$ cat src/rtl/rvtu_valid_pkg.sv
`default_nettype none
// ============================================================================
// Module      : rvtu_valid_pkg
// Description : Shared sizing, state and index types for the RVTU valid-bit
//               array controller.
// Revision    : 1.0 - initial release
// ============================================================================
package rvtu_valid_pkg;

    localparam int ENTRIES = 128;
    localparam int IDX_W   = $clog2(ENTRIES);

    typedef enum logic [1:0] {INIT, RUN, FLUSH} rvtu_valid_state_e;

    typedef logic [IDX_W-1:0] rvtu_vidx_t;

endpackage : rvtu_valid_pkg
`default_nettype wire

$ cat src/rtl/rvtu_valid_walker.sv
`default_nettype none
// ============================================================================
// Module      : rvtu_valid_walker
// Description : Clearing-walk counter shared by the INIT and FLUSH passes,
//               with terminal detect and end-of-flush done pulse.
// Revision    : 1.0 - initial release
// ============================================================================
module rvtu_valid_walker
    import rvtu_valid_pkg::*;
(
    input  logic       clk,
    input  logic       rst,
    input  logic       i_start,
    input  logic       i_en,
    input  logic       i_flush,
    output rvtu_vidx_t o_cnt,
    output logic       o_last,
    output logic       o_done
);

    localparam rvtu_vidx_t c_last = rvtu_vidx_t'(ENTRIES - 1);

    rvtu_vidx_t r_cnt;
    logic       r_done;
    logic       w_last;

    assign w_last = (r_cnt == c_last);

    always_ff @(posedge clk) begin
        if (!rst) begin
            r_cnt  <= '0;
            r_done <= 1'b0;
        end else begin
            // Only a requested flush reports completion; the power-up pass is silent.
            r_done <= i_en & i_flush & w_last;
            if (i_start) begin
                r_cnt <= '0;
            end else if (i_en) begin
                r_cnt <= w_last ? '0 : r_cnt + 1'b1;
            end
        end
    end

    assign o_cnt  = r_cnt;
    assign o_last = w_last;
    assign o_done = r_done;

endmodule : rvtu_valid_walker
`default_nettype wire

$ cat src/rtl/rvtu_valid_ctrl.sv
`default_nettype none
// ============================================================================
// Module      : rvtu_valid_ctrl
// Description : Single-port arbiter for the RVTU valid-bit array: lookup,
//               fill, invalidate and full-array clearing walks.
// Revision    : 1.0 - initial release
// ============================================================================
module rvtu_valid_ctrl
    import rvtu_valid_pkg::*;
(
    input  logic             clk,
    input  logic             rst,
    input  logic             lkp_valid,
    output logic             lkp_ready,
    input  logic [IDX_W-1:0] lkp_idx,
    output logic             rsp_valid,
    output logic             rsp_hit,
    output logic [IDX_W-1:0] rsp_idx,
    input  logic             fill_valid,
    output logic             fill_ready,
    input  logic [IDX_W-1:0] fill_idx,
    input  logic             inv_valid,
    output logic             inv_ready,
    input  logic [IDX_W-1:0] inv_idx,
    input  logic             flush_req,
    output logic             flush_busy,
    output logic             flush_done,
    output logic [IDX_W-1:0] va_addr,
    output logic             va_wdata,
    output logic             va_wen,
    input  logic             va_rdata
);

    rvtu_valid_state_e r_state;
    rvtu_valid_state_e w_state_nxt;
    rvtu_vidx_t        w_cnt;
    rvtu_vidx_t        r_rsp_idx;
    logic              r_rsp_valid;
    logic              w_last;
    logic              w_run;
    logic              w_walk;
    logic              w_lkp_acc;

    assign w_run  = (r_state == RUN);
    assign w_walk = (r_state == INIT) || (r_state == FLUSH);

    always_comb begin
        w_state_nxt = r_state;
        case (r_state)
            INIT:    if (w_last)    w_state_nxt = RUN;
            RUN:     if (flush_req) w_state_nxt = FLUSH;
            FLUSH:   if (w_last)    w_state_nxt = RUN;
            default:                w_state_nxt = INIT;
        endcase
    end

    always_ff @(posedge clk) begin
        if (!rst) begin
            r_state <= INIT;
        end else begin
            r_state <= w_state_nxt;
        end
    end

    rvtu_valid_walker u_walker (
        .clk     (clk),
        .rst     (rst),
        .i_start (w_run & flush_req),
        .i_en    (w_walk),
        .i_flush (r_state == FLUSH),
        .o_cnt   (w_cnt),
        .o_last  (w_last),
        .o_done  (flush_done)
    );

    // Readies look only at higher-priority valids so no ready loops back on itself.
    assign inv_ready  = w_run & ~flush_req;
    assign fill_ready = w_run & ~flush_req & ~inv_valid;
    assign lkp_ready  = w_run & ~flush_req & ~inv_valid & ~fill_valid;
    assign flush_busy = w_walk;
    assign w_lkp_acc  = lkp_valid & lkp_ready;

    always_comb begin
        va_addr  = lkp_idx;
        va_wdata = 1'b0;
        va_wen   = 1'b0;
        if (w_walk) begin
            va_addr = w_cnt;
            va_wen  = 1'b1;
        end else if (!flush_req) begin
            if (inv_valid) begin
                va_addr = inv_idx;
                va_wen  = 1'b1;
            end else if (fill_valid) begin
                va_addr  = fill_idx;
                va_wdata = 1'b1;
                va_wen   = 1'b1;
            end
        end
    end

    always_ff @(posedge clk) begin
        if (!rst) begin
            r_rsp_valid <= 1'b0;
            r_rsp_idx   <= '0;
        end else begin
            r_rsp_valid <= w_lkp_acc;
            if (w_lkp_acc) begin
                r_rsp_idx <= lkp_idx;
            end
        end
    end

    assign rsp_valid = r_rsp_valid;
    assign rsp_idx   = r_rsp_idx;
    assign rsp_hit   = va_rdata;

endmodule : rvtu_valid_ctrl
`default_nettype wire

$ cat config.mk
export PLATFORM = sky130hd
export DESIGN_NAME = rvtu_valid_ctrl
export DESIGN_NICKNAME = d
export VERILOG_FILES = /design/src/rtl/rvtu_valid_pkg.sv /design/src/rtl/rvtu_valid_walker.sv /design/src/rtl/rvtu_valid_ctrl.sv
export SDC_FILE = /design/constraint.sdc
export NUM_CORES = 1
export LEC_CHECK = 0
export ABC_AREA = 0
export CORE_UTILIZATION = 41
export DETAILED_ROUTE_END_ITERATION = 10
export MAX_ROUTING_LAYER = met4
export PLACE_DENSITY = 0.8
export SLEW_MARGIN = 40
export SYNTH_ARGS = -nofsm -noshare
export SYNTH_HDL_FRONTEND = slang
export SYNTH_SLANG_ARGS = --single-unit
$ cat constraint.sdc
create_clock -name clk -period 2.45 [get_ports clk]
set_input_delay 0.3675 -clock clk [delete_from_list [all_inputs] [get_ports clk]]
set_output_delay 0.3675 -clock clk [all_outputs]
set_load 0.01 [all_outputs]
# After elaboration in Yosys (flattened, before gate mapping)
# Cells that the tools add are included.
[word_totals]
output_inout_bits = 23
register_bits = 18
input_bits = 28
word_cells = 42
[classes]
bitwise_logic = 11
n_eq_ne = 5
n_reduce_logical = 5
add_sub_neg = 1
muxes = 15
[ops]
columns = ["cell", "count"]
rows = [
  ["2-to-1 mux 7 bit", 5],
  ["adder 7 x 1 -> 7 bit, second input constant", 1],
  ["bitwise AND 1 bit", 7],
  ["== test 7 bit, second input constant", 1],
  ["2-to-1 mux 1 bit", 7],
  ["2-to-1 mux 2 bit", 2],
  ["inverter 1 bit", 4],
  ["one-hot mux 2 bit (2 select lines)", 1],
  ["OR reduction 2 bit", 2],
  ["== test 2 x 1 -> 1 bit, second input constant", 1],
  ["== test 2 bit, second input constant", 1],
  ["logical NOT 2 bit", 1],
  ["inequality test 2 x 1 -> 1 bit, second input constant", 1],
  ["inequality test 2 bit, second input constant", 1],
  ["AND reduction 2 bit", 1],
  ["logical OR 1 bit", 1],
]

# Depth between registers and ports, before layout
[depth]
depth_word = 5
mapped_depth = 6
mapped_depth_nobuf = 4

# By module
# From an unflattened synthesis, not the netlist that was laid out.
[hier_totals]
cells_unflattened = 122
hier_area_um2 = 1009.7
[modules_own_cells]
columns = ["mod", "seq_area_each_um2", "n_inst", "cells_per_inst", "area_per_inst_um2"]
rows = [
  ["rvtu_valid_ctrl", 200.2, 1, 83, 645.6],
  ["rvtu_valid_walker", 160.2, 1, 39, 364.1],
]

# Worst setup path before layout
# OpenSTA, ideal clock, no wires.
[synth_path]
kind = "input to output"
start = "input port flush_req"
end = "output port lkp_ready"
required_time_ps = 2082
arrival_ps = 1287
path_slack_ps = 795
path_buffers = 2
path_stages = 4
path_cell_list = "buf_2 > or3b_1 > buf_6 > nor3_1"
[synth_via]
elab_chain_cells = 4
[synth_lines]
columns = ["item", "line_no", "text"]
rows = [
  ["from (decl)", "rvtu_valid_ctrl.sv:25", "input logic flush_req,"],
  ["inverter 1 bit", "rvtu_valid_ctrl.sv:79", "assign lkp_ready = w_run & ~flush_req & ~inv_valid & ~fill_valid;"],
  ["bitwise AND 1 bit (3 in series)", "rvtu_valid_ctrl.sv:79", ""],
  ["to (decl)", "rvtu_valid_ctrl.sv:14", "output logic lkp_ready,"],
]
# Every way passes these cells.

# Final worst setup path
[layout_path]
start = "input port fill_valid"
end = "output port va_addr[6]"
[layout_via]
elab_chain_cells = 4
[layout_lines]
columns = ["item", "line_no", "text"]
rows = [
  ["from (decl)", "rvtu_valid_ctrl.sv:19", "input logic fill_valid,"],
  ["2-to-1 mux 7 bit", "rvtu_valid_ctrl.sv:94", "end else if (fill_valid) begin"],
  ["2-to-1 mux 7 bit", "rvtu_valid_ctrl.sv:91", "if (inv_valid) begin"],
  ["2-to-1 mux 7 bit", "rvtu_valid_ctrl.sv:90", "end else if (!flush_req) begin"],
  ["2-to-1 mux 7 bit", "rvtu_valid_ctrl.sv:87", "if (w_walk) begin"],
  ["to (decl)", "rvtu_valid_ctrl.sv:28", "output logic [IDX_W-1:0] va_addr,"],
]
# Every way passes these cells.

==> out/qor.csv <==
metric,value,unit
fp.dieW,52.5,µm
drive_above_1_share,12.2,%
grt_max_degree,13,
drv_cap,0,
r2r-start,r_state[0]$_SDFFE_PN0P_,
whs_endpoint,rsp_idx[4]$_SDFFE_PN0P_,
multi_input_area,611,µm²
synthSimpleGateAreaFrac,25.0,%
dieArea,0.00276,mm²
instances_no_fill,209,
syn_nets,156,
cts_sinks,18,
synth.top_cell.area_share,34.4,%
hp-start,rsp_idx[4]$_SDFFE_PN0P_,
path_delay_family,buffers and inverters,
crit_buf_inv,2,
root_buffer,clkbuf_4,
power.density,365,mW/mm²
crit_slowest_cell,clkdlybuf4s50_1,
wire_per_inst,16.2,µm
synth_top_family_by_area,compound AO/OA/AOI/OAI gates,
clk_pin_slew_worst_paths,0.09,ns
ir_drop,0.374,mV
synth_compound_area_share,30.0,%
min_delay_path_depth,2,
hold_viol,0,
postRouteAntennaNets,0,
cp-start-kind,input port,
end_kind,primary output,
min-delay-path-class,register to register,
syn_area,0.00105,mm²
grt_pass1_wl,5350,µm
dr.pass1.iters,4,
drt_wl_total,3380,µm
antenna_found_initial,0,
r2r_cells,6,
nNetsFinal,211,
final_common_cell,clkdlybuf4s50_1,
grt_usage,27.6,%
ioPinCount,51,
grt_pass1_vias,1163,
status,finished clean,
worst_r2r_endpoint,rsp_idx[1]$_SDFFE_PN0P_,
finalCritPeriodShare,98.9,%
globalplace.congestion,0.819,
crit_type,input port to primary output,
synth.area.mux_share,0.957,%
yosys.area_share.xor_xnor,0.837,%
die_h,52.5,µm
yosysTopAreaCell,dfxtp_1,
insertion_delay,0.30,ns
path_cells,clkdlybuf4s50_1 -> o21bai_1 -> and2_1 -> a221o_1 -> clkdlybuf4s50_1,
tritoncts,yes,
min_period,2.42,ns
synthAdderAreaFrac,1.20,%
slew_headroom,65.1,%
io_buffers,48,
worst_clock_skew,0.00827,ns
cts_max_level,1,
seq_area,362,µm²
dp_hpwl,2620,µm
fill_cells,195,
reg2reg_slack,0.86,ns
path_common_cell,clkdlybuf4s50_1,
power.leakage,0.608,nW
postSynthAreaPerCell,8.24,µm²
cp_data_required_time,2.08,ns
synth.area.top_cells,"dfxtp_1, a21boi_1, a21oi_1, nand3_1, nand2_1",
cts_hold_buf,0,
vias_per_cell,5.69,
place_area,0.00159,mm²
clk_path_buf_depth,2,
antenna-diode-count,0,
crit_path_max_incr_delay,0.54,ns
setup_violations,0,
finalInstanceArea,0.00163,mm²
initial_core_util,45.5,%
worst_slew_pin_slew,0.522,ns
worstPathArrival,2.06,ns
areaGrowthSynthToFinish,55.9,%
fmax,413,MHz
grt-ovfl-total,0,
rows,17,
core_area,0.00230,mm²
vias,1189,
mostFrequentLayoutCells,"clkdlybuf4s50_1, dfxtp_1, nand2_1",
dp_cells,205,
drc_errors,0,
syn_inst,127,
cp_max_fo,5,
yosysWarnings,0,
seq_area_frac_synth,34.4,%
slew_violations,0,
drt_iter0_markers,36,
synth_cell_types,40,
numCtsBuffers,3,
yosys_register_bits,18,
[cell families (layout without fill, tap and decap cells)]
group,Yosys count,in the layout
compound gates,46,46
xor+xnor,1,1
fa+ha+maj,1,1
buf+inv,12,66
flops,18,18
mux,1,1
simple gates,48,48
[cell type report]
class                      instances  area share (%)
multi-input combinational         97            37.5
timing repair buffer              59            34.5
sequential                        18            22.2
clock buffer                       4            2.23
tap                               28            2.15
inverter                           3            1.46
[power by group]
group          switching (mW)  internal, mW  leakage, nW
combinational          0.0428        0.0649        0.441
sequential            0.00712         0.297        0.146
clock                  0.0934        0.0907       0.0210
[registers in the layout, summed over array words and instances (netlist names)]
register         count
rsp_valid            1
u_walker.o_done      1
rsp_idx              7
r_state              2
u_walker.o_cnt       7
[synthesized netlist by cell type (all sizes together)]
| cell type | number |
|---|---|
| dfxtp | 18 |
| nand2 | 12 |
| o21ai | 11 |
| a21oi | 10 |
| nand3 | 9 |
| a21boi | 8 |
| nor2 | 7 |
| buf | 6 |
| nand3b | 5 |
| a221o | 4 |
| a21o | 3 |
| clkbuf | 3 |
| nor3 | 3 |
| o2bb2ai | 3 |
| and3 | 2 |
| inv | 2 |
| nand2b | 2 |
| or3 | 2 |
| or3b | 2 |
| a211oi | 1 |
| a311oi | 1 |
| a41oi | 1 |
| and2 | 1 |
| clkinv | 1 |
| ha | 1 |
| mux2i | 1 |
| nand4 | 1 |
| nor3b | 1 |
| o211ai | 1 |
| o21a | 1 |
| o21bai | 1 |
| o31ai | 1 |
| or4 | 1 |
| xor2 | 1 |
[through the flow]
step / hold WS (ns) / utilization [%] / power (mW) / setup TNS, ns / setup WS (ns)
2_1_floorplan: 0.472 / - / 0.350 / 0 / 0.795
3_3_place_gp: 0.469 / 69.2 / 0.415 / 0 / 0.00979
3_5_place_dp: 0.487 / 69.2 / 0.419 / -0.0854 / -0.0258
4_1_cts: 0.503 / 70.7 / 0.601 / 0 / 0.0418
5_1_grt: 0.534 / 71.0 / 0.619 / -0.0104 / -0.0104
6_report: 0.498 / 71.0 / 0.596 / 0 / 0.0270
[per-layer routing]
metal | vias to the layer above | routed length (µm) | track usage (%) | share of wire [%]
met5 | - | 0 | - | 0
met4 | 0 | 29 | 5.70 | 0.86
met3 | 6 | 202 | 5.80 | 6.0
met2 | 41 | 1740 | 49.2 | 51
met1 | 567 | 1420 | 31.7 | 42
li1 | 575 | - | - | -
[worst min-delay path, stage by stage, from the launching register on]
cell and delay [ns]:
dfxtp_1 0.32, o21ai_1 0.07, a21boi_1 0.07
[repair_timing]
action	4_1_cts	5_1_grt
endpoints found under the setup margin	6	5
buffers inserted	0	0
gates resized for setup	5	3
[how the worst max path moves through the flow]
stage	start	end	slack, ns	cells after the start
after floorplan	flush_req	lkp_ready	0.80	4
after global placement	flush_req	va_addr[1]	0.01	5
after detailed placement	inv_valid	va_addr[2]	-0.03	6
after CTS	fill_valid	va_addr[1]	0.04	5
after global routing	fill_valid	va_addr[6]	-0.01	5
final	fill_valid	va_addr[6]	0.03	5
Power figures use the tool's default switching activity.
